$ cat src/rtl/cpu_pkg.sv
// cpu_pkg: shared op encodings, FSM states and iteration count for the multiply/divide unit
package cpu_pkg;

    localparam logic [1:0] OP_MULTU = 2'b00;
    localparam logic [1:0] OP_DIVU  = 2'b01;
    localparam logic [1:0] OP_MULT  = 2'b10;
    localparam logic [1:0] OP_DIV   = 2'b11;

    localparam int MD_ITER  = 32;
    localparam int MD_CNT_W = $clog2(MD_ITER);

    typedef enum logic [1:0] {
        ST_IDLE = 2'b00,
        ST_RUN  = 2'b01,
        ST_FIN  = 2'b10
    } md_state_t;

    function automatic logic op_is_div(input logic [1:0] op);
        return (op == OP_DIVU) || (op == OP_DIV);
    endfunction

    function automatic logic op_is_signed(input logic [1:0] op);
        return (op == OP_MULT) || (op == OP_DIV);
    endfunction

endpackage

$ cat src/rtl/muldiv_unit_if.sv
// muldiv_unit_if: request, MTHI/MTLO and HI/LO result signals of the multiply/divide unit
interface muldiv_unit_if;
    logic        start;
    logic [1:0]  op;
    logic [31:0] rs_data;
    logic [31:0] rt_data;
    logic        hi_we;
    logic        lo_we;
    logic [31:0] w_data;
    logic [31:0] hi;
    logic [31:0] lo;
    logic        busy;
    logic        done;

    modport master (
        output start, op, rs_data, rt_data, hi_we, lo_we, w_data,
        input  hi, lo, busy, done
    );

    modport slave (
        input  start, op, rs_data, rt_data, hi_we, lo_we, w_data,
        output hi, lo, busy, done
    );
endinterface

$ cat src/rtl/muldiv_core.sv
// muldiv_core: iterative datapath, one shift-add (multiply) or restoring shift-subtract (divide) step per cycle
module muldiv_core
    import cpu_pkg::*;
(
    input  logic        clk,
    input  logic        rst_n,
    input  logic        i_load,
    input  logic        i_step,
    input  logic        i_div,
    input  logic [31:0] i_a,
    input  logic [31:0] i_b,
    output logic [31:0] o_hi,
    output logic [31:0] o_lo,
    output logic        o_last
);

    logic [31:0]         r_hi;
    logic [31:0]         r_lo;
    logic [31:0]         r_b;
    logic                r_div;
    logic [MD_CNT_W-1:0] r_cnt;
    logic [32:0]         w_lhs;
    logic [33:0]         w_rhs;
    logic [33:0]         w_sum;
    logic [32:0]         w_mul_p;
    logic                w_div_ok;

    // Shared adder: multiply adds the multiplicand to the partial product, divide subtracts the
    // divisor from the remainder shifted left by one dividend bit.
    assign w_lhs    = r_div ? {r_hi, r_lo[31]} : {1'b0, r_hi};
    assign w_rhs    = r_div ? -{2'b00, r_b} : {2'b00, r_b};
    assign w_sum    = {1'b0, w_lhs} + w_rhs;
    assign w_mul_p  = r_lo[0] ? w_sum[32:0] : {1'b0, r_hi};
    assign w_div_ok = !w_sum[33];

    // Operand load on accept, then one iteration per step; a zero divisor naturally yields
    // an all-ones quotient and the dividend as remainder.
    always_ff @(posedge clk or negedge rst_n) begin
        if (!rst_n) begin
            r_hi  <= '0;
            r_lo  <= '0;
            r_b   <= '0;
            r_div <= 1'b0;
            r_cnt <= '0;
        end else if (i_load) begin
            r_hi  <= '0;
            r_lo  <= i_a;
            r_b   <= i_b;
            r_div <= i_div;
            r_cnt <= '0;
        end else if (i_step) begin
            r_cnt <= r_cnt + 1'b1;
            if (r_div) begin
                r_hi <= w_div_ok ? w_sum[31:0] : w_lhs[31:0];
                r_lo <= {r_lo[30:0], w_div_ok};
            end else begin
                {r_hi, r_lo} <= {w_mul_p, r_lo[31:1]};
            end
        end
    end

    assign o_hi   = r_hi;
    assign o_lo   = r_lo;
    assign o_last = r_cnt == MD_CNT_W'(MD_ITER - 1);

endmodule

$ cat src/rtl/muldiv_unit.sv
// muldiv_unit: MIPS-style HI/LO multiply/divide unit with MTHI/MTLO; define MULDIV_SIGNED_EN for signed MULT/DIV
module muldiv_unit
    import cpu_pkg::*;
(
    input  logic         clk,
    input  logic         rst_n,
    muldiv_unit_if.slave bus
);

    md_state_t   r_state;
    md_state_t   w_next;
    logic [31:0] r_hi;
    logic [31:0] r_lo;
    logic        r_done;
    logic        w_idle;
    logic        w_accept;
    logic        w_step;
    logic        w_fin;
    logic        w_last;
    logic        w_op_div;
    logic [31:0] w_a;
    logic [31:0] w_b;
    logic [31:0] w_core_hi;
    logic [31:0] w_core_lo;
    logic [31:0] w_res_hi;
    logic [31:0] w_res_lo;

    assign w_idle   = r_state == ST_IDLE;
    assign w_accept = w_idle && bus.start;
    assign w_step   = r_state == ST_RUN;
    assign w_fin    = r_state == ST_FIN;
    assign w_op_div = op_is_div(bus.op);

`ifdef MULDIV_SIGNED_EN
    logic        w_sgn;
    logic        w_a_neg;
    logic        w_b_neg;
    logic        r_is_div;
    logic        r_neg_q;
    logic        r_neg_r;
    logic [63:0] w_prod;

    assign w_sgn   = op_is_signed(bus.op);
    assign w_a_neg = w_sgn && bus.rs_data[31];
    assign w_b_neg = w_sgn && bus.rt_data[31];
    assign w_a     = w_a_neg ? -bus.rs_data : bus.rs_data;
    assign w_b     = w_b_neg ? -bus.rt_data : bus.rt_data;

    // Capture result sign fix-ups on accept; a zero divisor keeps the all-ones quotient
    // and the dividend-signed remainder so HI returns the original dividend.
    always_ff @(posedge clk or negedge rst_n) begin
        if (!rst_n) begin
            r_is_div <= 1'b0;
            r_neg_q  <= 1'b0;
            r_neg_r  <= 1'b0;
        end else if (w_accept) begin
            r_is_div <= w_op_div;
            r_neg_q  <= (w_a_neg ^ w_b_neg) && !(w_op_div && bus.rt_data == '0);
            r_neg_r  <= w_a_neg;
        end
    end

    assign w_prod   = r_neg_q ? -{w_core_hi, w_core_lo} : {w_core_hi, w_core_lo};
    assign w_res_hi = r_is_div ? (r_neg_r ? -w_core_hi : w_core_hi) : w_prod[63:32];
    assign w_res_lo = r_is_div ? (r_neg_q ? -w_core_lo : w_core_lo) : w_prod[31:0];
`else
    assign w_a      = bus.rs_data;
    assign w_b      = bus.rt_data;
    assign w_res_hi = w_core_hi;
    assign w_res_lo = w_core_lo;
`endif

    muldiv_core u_core (
        .clk    (clk),
        .rst_n  (rst_n),
        .i_load (w_accept),
        .i_step (w_step),
        .i_div  (w_op_div),
        .i_a    (w_a),
        .i_b    (w_b),
        .o_hi   (w_core_hi),
        .o_lo   (w_core_lo),
        .o_last (w_last)
    );

    // FSM state register.
    always_ff @(posedge clk or negedge rst_n) begin
        if (!rst_n) r_state <= ST_IDLE;
        else        r_state <= w_next;
    end

    // Next state: start only matters in IDLE, RUN lasts exactly the iteration count.
    always_comb begin
        w_next = r_state;
        case (r_state)
            ST_IDLE: w_next = bus.start ? ST_RUN : ST_IDLE;
            ST_RUN:  w_next = w_last ? ST_FIN : ST_RUN;
            ST_FIN:  w_next = ST_IDLE;
            default: w_next = ST_IDLE;
        endcase
    end

    // HI/LO update: result at FIN, MTHI/MTLO only in IDLE and lost to a coinciding start.
    always_ff @(posedge clk or negedge rst_n) begin
        if (!rst_n) begin
            r_hi   <= '0;
            r_lo   <= '0;
            r_done <= 1'b0;
        end else begin
            r_done <= w_fin;
            if (w_fin) begin
                r_hi <= w_res_hi;
                r_lo <= w_res_lo;
            end else if (w_idle && !bus.start) begin
                if (bus.hi_we) r_hi <= bus.w_data;
                if (bus.lo_we) r_lo <= bus.w_data;
            end
        end
    end

    assign bus.hi   = r_hi;
    assign bus.lo   = r_lo;
    assign bus.busy = !w_idle;
    assign bus.done = r_done;

endmodule

$ cat src/flat_wrapper.sv
// flat-port wrapper written by rule: the top's interface ports become plain ports
module muldiv_unit_flat import cpu_pkg::*;
  (clk, rst_n, bus_start, bus_op, bus_rs_data, bus_rt_data, bus_hi_we, bus_lo_we, bus_w_data, bus_hi, bus_lo, bus_busy, bus_done);
  muldiv_unit_if bus_i ();
  input  logic clk;
  input  logic rst_n;
  input wire logic [$bits(bus_i.start)-1:0] bus_start;
  input wire logic [$bits(bus_i.op)-1:0] bus_op;
  input wire logic [$bits(bus_i.rs_data)-1:0] bus_rs_data;
  input wire logic [$bits(bus_i.rt_data)-1:0] bus_rt_data;
  input wire logic [$bits(bus_i.hi_we)-1:0] bus_hi_we;
  input wire logic [$bits(bus_i.lo_we)-1:0] bus_lo_we;
  input wire logic [$bits(bus_i.w_data)-1:0] bus_w_data;
  output wire logic [$bits(bus_i.hi)-1:0] bus_hi;
  output wire logic [$bits(bus_i.lo)-1:0] bus_lo;
  output wire logic [$bits(bus_i.busy)-1:0] bus_busy;
  output wire logic [$bits(bus_i.done)-1:0] bus_done;
  assign bus_i.start = bus_start;
  assign bus_i.op = bus_op;
  assign bus_i.rs_data = bus_rs_data;
  assign bus_i.rt_data = bus_rt_data;
  assign bus_i.hi_we = bus_hi_we;
  assign bus_i.lo_we = bus_lo_we;
  assign bus_i.w_data = bus_w_data;
  assign bus_hi = bus_i.hi;
  assign bus_lo = bus_i.lo;
  assign bus_busy = bus_i.busy;
  assign bus_done = bus_i.done;
  muldiv_unit u_core (.clk(clk), .rst_n(rst_n), .bus(bus_i));
endmodule
$ cat config.mk
export PLATFORM = sky130hd
export DESIGN_NAME = muldiv_unit_flat
export DESIGN_NICKNAME = d
export VERILOG_FILES = /design/src/rtl/cpu_pkg.sv /design/src/rtl/muldiv_unit_if.sv /design/src/rtl/muldiv_core.sv /design/src/rtl/muldiv_unit.sv /design/src/flat_wrapper.sv
export SDC_FILE = /design/constraint.sdc
export NUM_CORES = 1
export LEC_CHECK = 0
export CAP_MARGIN = 20
export CORE_MARGIN = 2
export CORE_UTILIZATION = 30
export CTS_CLUSTER_DIAMETER = 120
export CTS_CLUSTER_SIZE = 8
export DETAILED_ROUTE_END_ITERATION = 8
export HOLD_SLACK_MARGIN = 0.02
export SKIP_CTS_REPAIR_TIMING = 1
export SLEW_MARGIN = 10
export SYNTH_ARGS = -nofsm -noshare
export SYNTH_HDL_FRONTEND = slang
export SYNTH_SLANG_ARGS = --single-unit
$ cat constraint.sdc
create_clock -name clk -period 14.1 [get_ports clk]
set_clock_uncertainty 0.15 [all_clocks]
set_input_delay 2.115 -clock clk [delete_from_list [all_inputs] [get_ports clk]]
set_output_delay 2.115 -clock clk [all_outputs]
set_load 0.01 [all_outputs]
==> summary.txt <==
Timing
  • Minimum clock period after layout: between 6 and 7 ns
  • Setup total negative slack: 0 ns
  • Worst-margin pin slew: roughly 0.96 ns
  • Crit share post-route: between 40 and 50%
  • Hold violation count in the final report: 0
  • Unrepaired setup endpoints after global routing: false
  • Slew HR: a little over a third
  • Setup WS post-layout: around 8 ns
  • Final setup violating endpoints: 0
  • Fin. max-slew vios: 0
  • Maximum clock frequency: approximately 0.16 GHz

Yosys
  • Flip-flop cell with the highest count after synthesis: sky130_fd_sc_hd__dfrtp_1
  • Sequential-to-total area share from yosys stat: 37.6%
  • Total of warnings raised by yosys: 0
  • Share of flip-flops with an asynchronous set or reset after synthesis: 100%
  • Syn Area/Cell: 8.35 sq um
  • Post-Syn Nets: 1488
  • Register bit count reported by yosys: between 150 and 200
  • Number of flops mapped to enable cells by yosys: 0
  • Synth Cell Area: 0.0113 sq mm
  • Number of instances in the synthesized netlist: roughly 1300
  • Number of distinct library cell variants in the gate-level netlist after synthesis: 67

Floorplanning
  • Die outline area: about 0.039 sq mm
  • Initial Utilization: slightly above 30%
  • Die X-Extent: 198 um
  • Number of cell rows: 70
  • Area of the core region: ~0.037 sq mm
  • Die span in y: between 150 and 200 um
  • Top-Level Pins: 169

Worst setup path
  • CP max FO: 27
  • Cell repeated most along the worst path: sky130_fd_sc_hd__or3_1
  • Class of the most critical setup path: reg -> reg
  • Largest stage delay on the critical path: around 0.65 ns
  • Worst setup SP type: register
  • Ordered cell list for the critical path: nor4_2 > nand3_1 > or3_1 > nand2b_1 > or3_1 > o41ai_1 > xnor2_1 > ha_1 > a21oi_1 > o21ai_1 > a2111oi_0 > o21bai_1 > o31ai_2 > nand2_2 > mux2i_1 > o211ai_1
  • Kind of end point of the critical path: register
  • Cell with the largest stage delay on the worst path: sky130_fd_sc_hd__a2111oi_0
  • Data arrival time of the critical path: between 6 and 7 ns
  • Required time worst endpoint: around 14 ns

Clock tree
  • Clock tree root driver cell: sky130_fd_sc_hd__clkbuf_16
  • Register clock-pin slew on the reported worst setup and hold paths: approximately 0.070 ns
  • Clk buf depth: 2
  • CTS tree: done
  • Total clock sinks: between 150 and 200
  • Deepest level of the CTS H-tree: 4
  • Clk_lat worst skew: around 0.44 ns
  • CTS Buf Count: 17

Job
  • Number of max-cap violations: 0

Global routing
  • Tot GR Track Use: 18.0%
  • Vias in the first global route: around 9900
  • First-pass GRT wire length: between 50 and 60 mm
  • Pin count of the biggest net entering global routing: 94
  • Congestion Overflow GR: 0
  • Antenna violations before repair: 0

Placement
  • Weighted congestion reported at the end of routability-driven placement: around 0.9
  • DP HPWL: 25.8 mm
  • Number of port buffers: approximately 170
  • Placed Instance Area: 0.0133 sq mm
  • Worst slack, placed: between 8 and 9 ns

Final layout
  • Final nets: roughly 1600
  • Final design instance area without fill: 0.0139 sq mm
  • Number of fill cells in the layout: roughly 3800
  • Area used by multi-input combinational logic: between 0.006 and 0.007 sq mm
  • Register area: approximately 0.0042 sq mm
  • Synth-to-Final Area Change: 23.7%
  • Share of layout cells above drive strength 1: under 10%
  • Antenna cell count: 0

Outcome
  • Outcome: completed

Routing
  • Total routed wirelength: around 35 mm
  • DRC: 0
  • Initial DRT Pass Iterations: 5
  • Count of nets left with antenna violations after detail routing: 0
  • 1st-iter DRT viols: around 700
  • Post-DR vias/cell: roughly 5.3
  • Routed length per instance: 18.0 um
  • Vias: slightly above 10000

Hold path
  • Worst Hold Class: reg -> reg
state kept, by name (all words and copies together), names as in the netlist:
name / count
u_core.u_core.o_lo: 32
u_core.u_core.o_hi: 32
u_core.u_core.r_cnt: 5
u_core.bus.hi: 32
u_core.u_core.r_b: 32
u_core.bus.done: 1
u_core.u_core.r_div: 1
u_core.r_state: 2
u_core.bus.lo: 32
layout make-up:
class	instances	area share (%)
Clock buffer	19	3.18
Clock inverter	12	1.18
Inverter	12	0.323
Multi-Input combinational cell	1078	48.0
Sequential cell	169	30.4
Tap cell	468	4.20
Timing Repair Buffer	180	12.8
synth_stat cells (4+ instances only):
library cell	n	area, sq um
sky130_fd_sc_hd__a41oi_1	4	35.0
sky130_fd_sc_hd__a22oi_1	10	75.1
sky130_fd_sc_hd__inv_1	10	37.5
sky130_fd_sc_hd__nor2b_1	40	250
sky130_fd_sc_hd__mux2i_1	68	681
sky130_fd_sc_hd__o21ai_0	157	786
sky130_fd_sc_hd__ha_1	36	450
sky130_fd_sc_hd__o21ai_1	9	45.0
sky130_fd_sc_hd__a211oi_1	10	75.1
sky130_fd_sc_hd__o21bai_1	8	60.1
sky130_fd_sc_hd__dfrtp_1	169	4230
sky130_fd_sc_hd__a21o_1	6	45.0
sky130_fd_sc_hd__a31oi_1	14	87.6
sky130_fd_sc_hd__a32o_1	5	50.1
sky130_fd_sc_hd__and4_1	4	35.0
sky130_fd_sc_hd__a21oi_1	143	716
sky130_fd_sc_hd__o211ai_1	14	105
sky130_fd_sc_hd__xor2_1	13	114
sky130_fd_sc_hd__or3_1	5	31.3
sky130_fd_sc_hd__o41ai_1	7	61.3
sky130_fd_sc_hd__nand2_1	249	935
sky130_fd_sc_hd__o21a_1	7	52.6
sky130_fd_sc_hd__and2_1	7	43.8
sky130_fd_sc_hd__nand2b_1	4	25.0
sky130_fd_sc_hd__clkbuf_1	78	293
sky130_fd_sc_hd__nor3_1	13	65.1
sky130_fd_sc_hd__or2_2	4	25.0
sky130_fd_sc_hd__buf_1	8	30.0
sky130_fd_sc_hd__nand4_1	15	93.8
sky130_fd_sc_hd__xnor2_1	46	403
sky130_fd_sc_hd__o31ai_1	12	90.1
sky130_fd_sc_hd__mux2_2	40	450
sky130_fd_sc_hd__nand3_1	11	55.1
sky130_fd_sc_hd__nor2_1	72	270
worst max-delay path, delay by kind of cell, from the launching register on:
| family | cells | cell delay (ns) |
|---|---|---|
| and+or+nand+nor | 6 | 2.25 |
| DFF | 1 | 0.45 |
| adders and majority gates | 1 | 0.38 |
| muxes | 1 | 0.38 |
| xor gates and xnor gates | 1 | 0.19 |
| AOI/OAI and AO/OA | 7 | 2.15 |
per-stage QoR:
stage | utilization, % | hold WS, ns | std cells
after global placement | 36.2 | 0.310 | 1906
after global routing | 37.9 | 0.360 | 1938
after detailed placement | 36.2 | 0.320 | 1906
final | 37.9 | 0.330 | 1938
after floorplan | - | 0.299 | 1348
after CTS | 37.8 | 0.335 | 1937
kinds of logic after synthesis:
| logic type | after synthesis | synth area share (%) |
|---|---|---|
| simple gates | 444 | 17.9 |
| compound gates | 430 | 22.3 |
| flops | 169 | 37.6 |
| mux | 108 | 10.0 |
| buf+inv | 101 | 3.44 |
| xor+xnor | 59 | 4.59 |
| fa+ha+maj | 37 | 4.18 |
final timing paths:
check                                     start                endpoint  slack (ns)  cells after the start
max                        u_core.u_core.r_b[3]  u_core.u_core.o_hi[18]        7.97                     16
min                           u_core.bus.hi[22]       u_core.bus.hi[22]        0.33                      2
max reg2reg                u_core.u_core.r_b[3]  u_core.u_core.o_hi[18]        7.97                     16
min reg2reg                   u_core.bus.hi[22]       u_core.bus.hi[22]        0.33                      2
max in group asynchronous                 rst_n     u_core.u_core.r_div       10.39                      3
min in group asynchronous                 rst_n   u_core.u_core.o_lo[7]        1.48                      1
layout by cell type (no fill, tap or decap), types with 4 or more instances in the layout:
master	n
sky130_fd_sc_hd__a211oi_1	10
sky130_fd_sc_hd__a21o_1	6
sky130_fd_sc_hd__a21oi_1	143
sky130_fd_sc_hd__a22oi_1	10
sky130_fd_sc_hd__a31oi_1	14
sky130_fd_sc_hd__a32o_1	5
sky130_fd_sc_hd__a41oi_1	4
sky130_fd_sc_hd__and2_1	6
sky130_fd_sc_hd__and4_1	4
sky130_fd_sc_hd__buf_4	12
sky130_fd_sc_hd__clkbuf_16	17
sky130_fd_sc_hd__clkdlybuf4s50_1	166
sky130_fd_sc_hd__dfrtp_1	168
sky130_fd_sc_hd__ha_1	36
sky130_fd_sc_hd__inv_1	10
sky130_fd_sc_hd__mux2_2	40
sky130_fd_sc_hd__mux2i_1	68
sky130_fd_sc_hd__nand2_1	249
sky130_fd_sc_hd__nand3_1	11
sky130_fd_sc_hd__nand4_1	15
sky130_fd_sc_hd__nor2_1	70
sky130_fd_sc_hd__nor2b_1	39
sky130_fd_sc_hd__nor3_1	13
sky130_fd_sc_hd__o211ai_1	14
sky130_fd_sc_hd__o21a_1	7
sky130_fd_sc_hd__o21ai_0	157
sky130_fd_sc_hd__o21ai_1	9
sky130_fd_sc_hd__o21bai_1	6
sky130_fd_sc_hd__o31ai_1	12
sky130_fd_sc_hd__o41ai_1	7
sky130_fd_sc_hd__or2_2	4
sky130_fd_sc_hd__or3_1	5
sky130_fd_sc_hd__xnor2_1	46
sky130_fd_sc_hd__xor2_1	13
routing by layer:
| metal | vias to the layer above | share of wire [%] | global-route usage [%] |
|---|---|---|---|
| li1 | 5036 | - | - |
| met1 | 4908 | 50 | 26.9 |
| met2 | 291 | 44 | 27.0 |
| met3 | 21 | 5.5 | 2.76 |
| met4 | 0 | 1.1 | 4.09 |
| met5 | - | 0 | 0 |
Power is left out: the tool's default activity adds up to more than one toggle a clock period on the data nets, which glitch-free logic cannot reach.
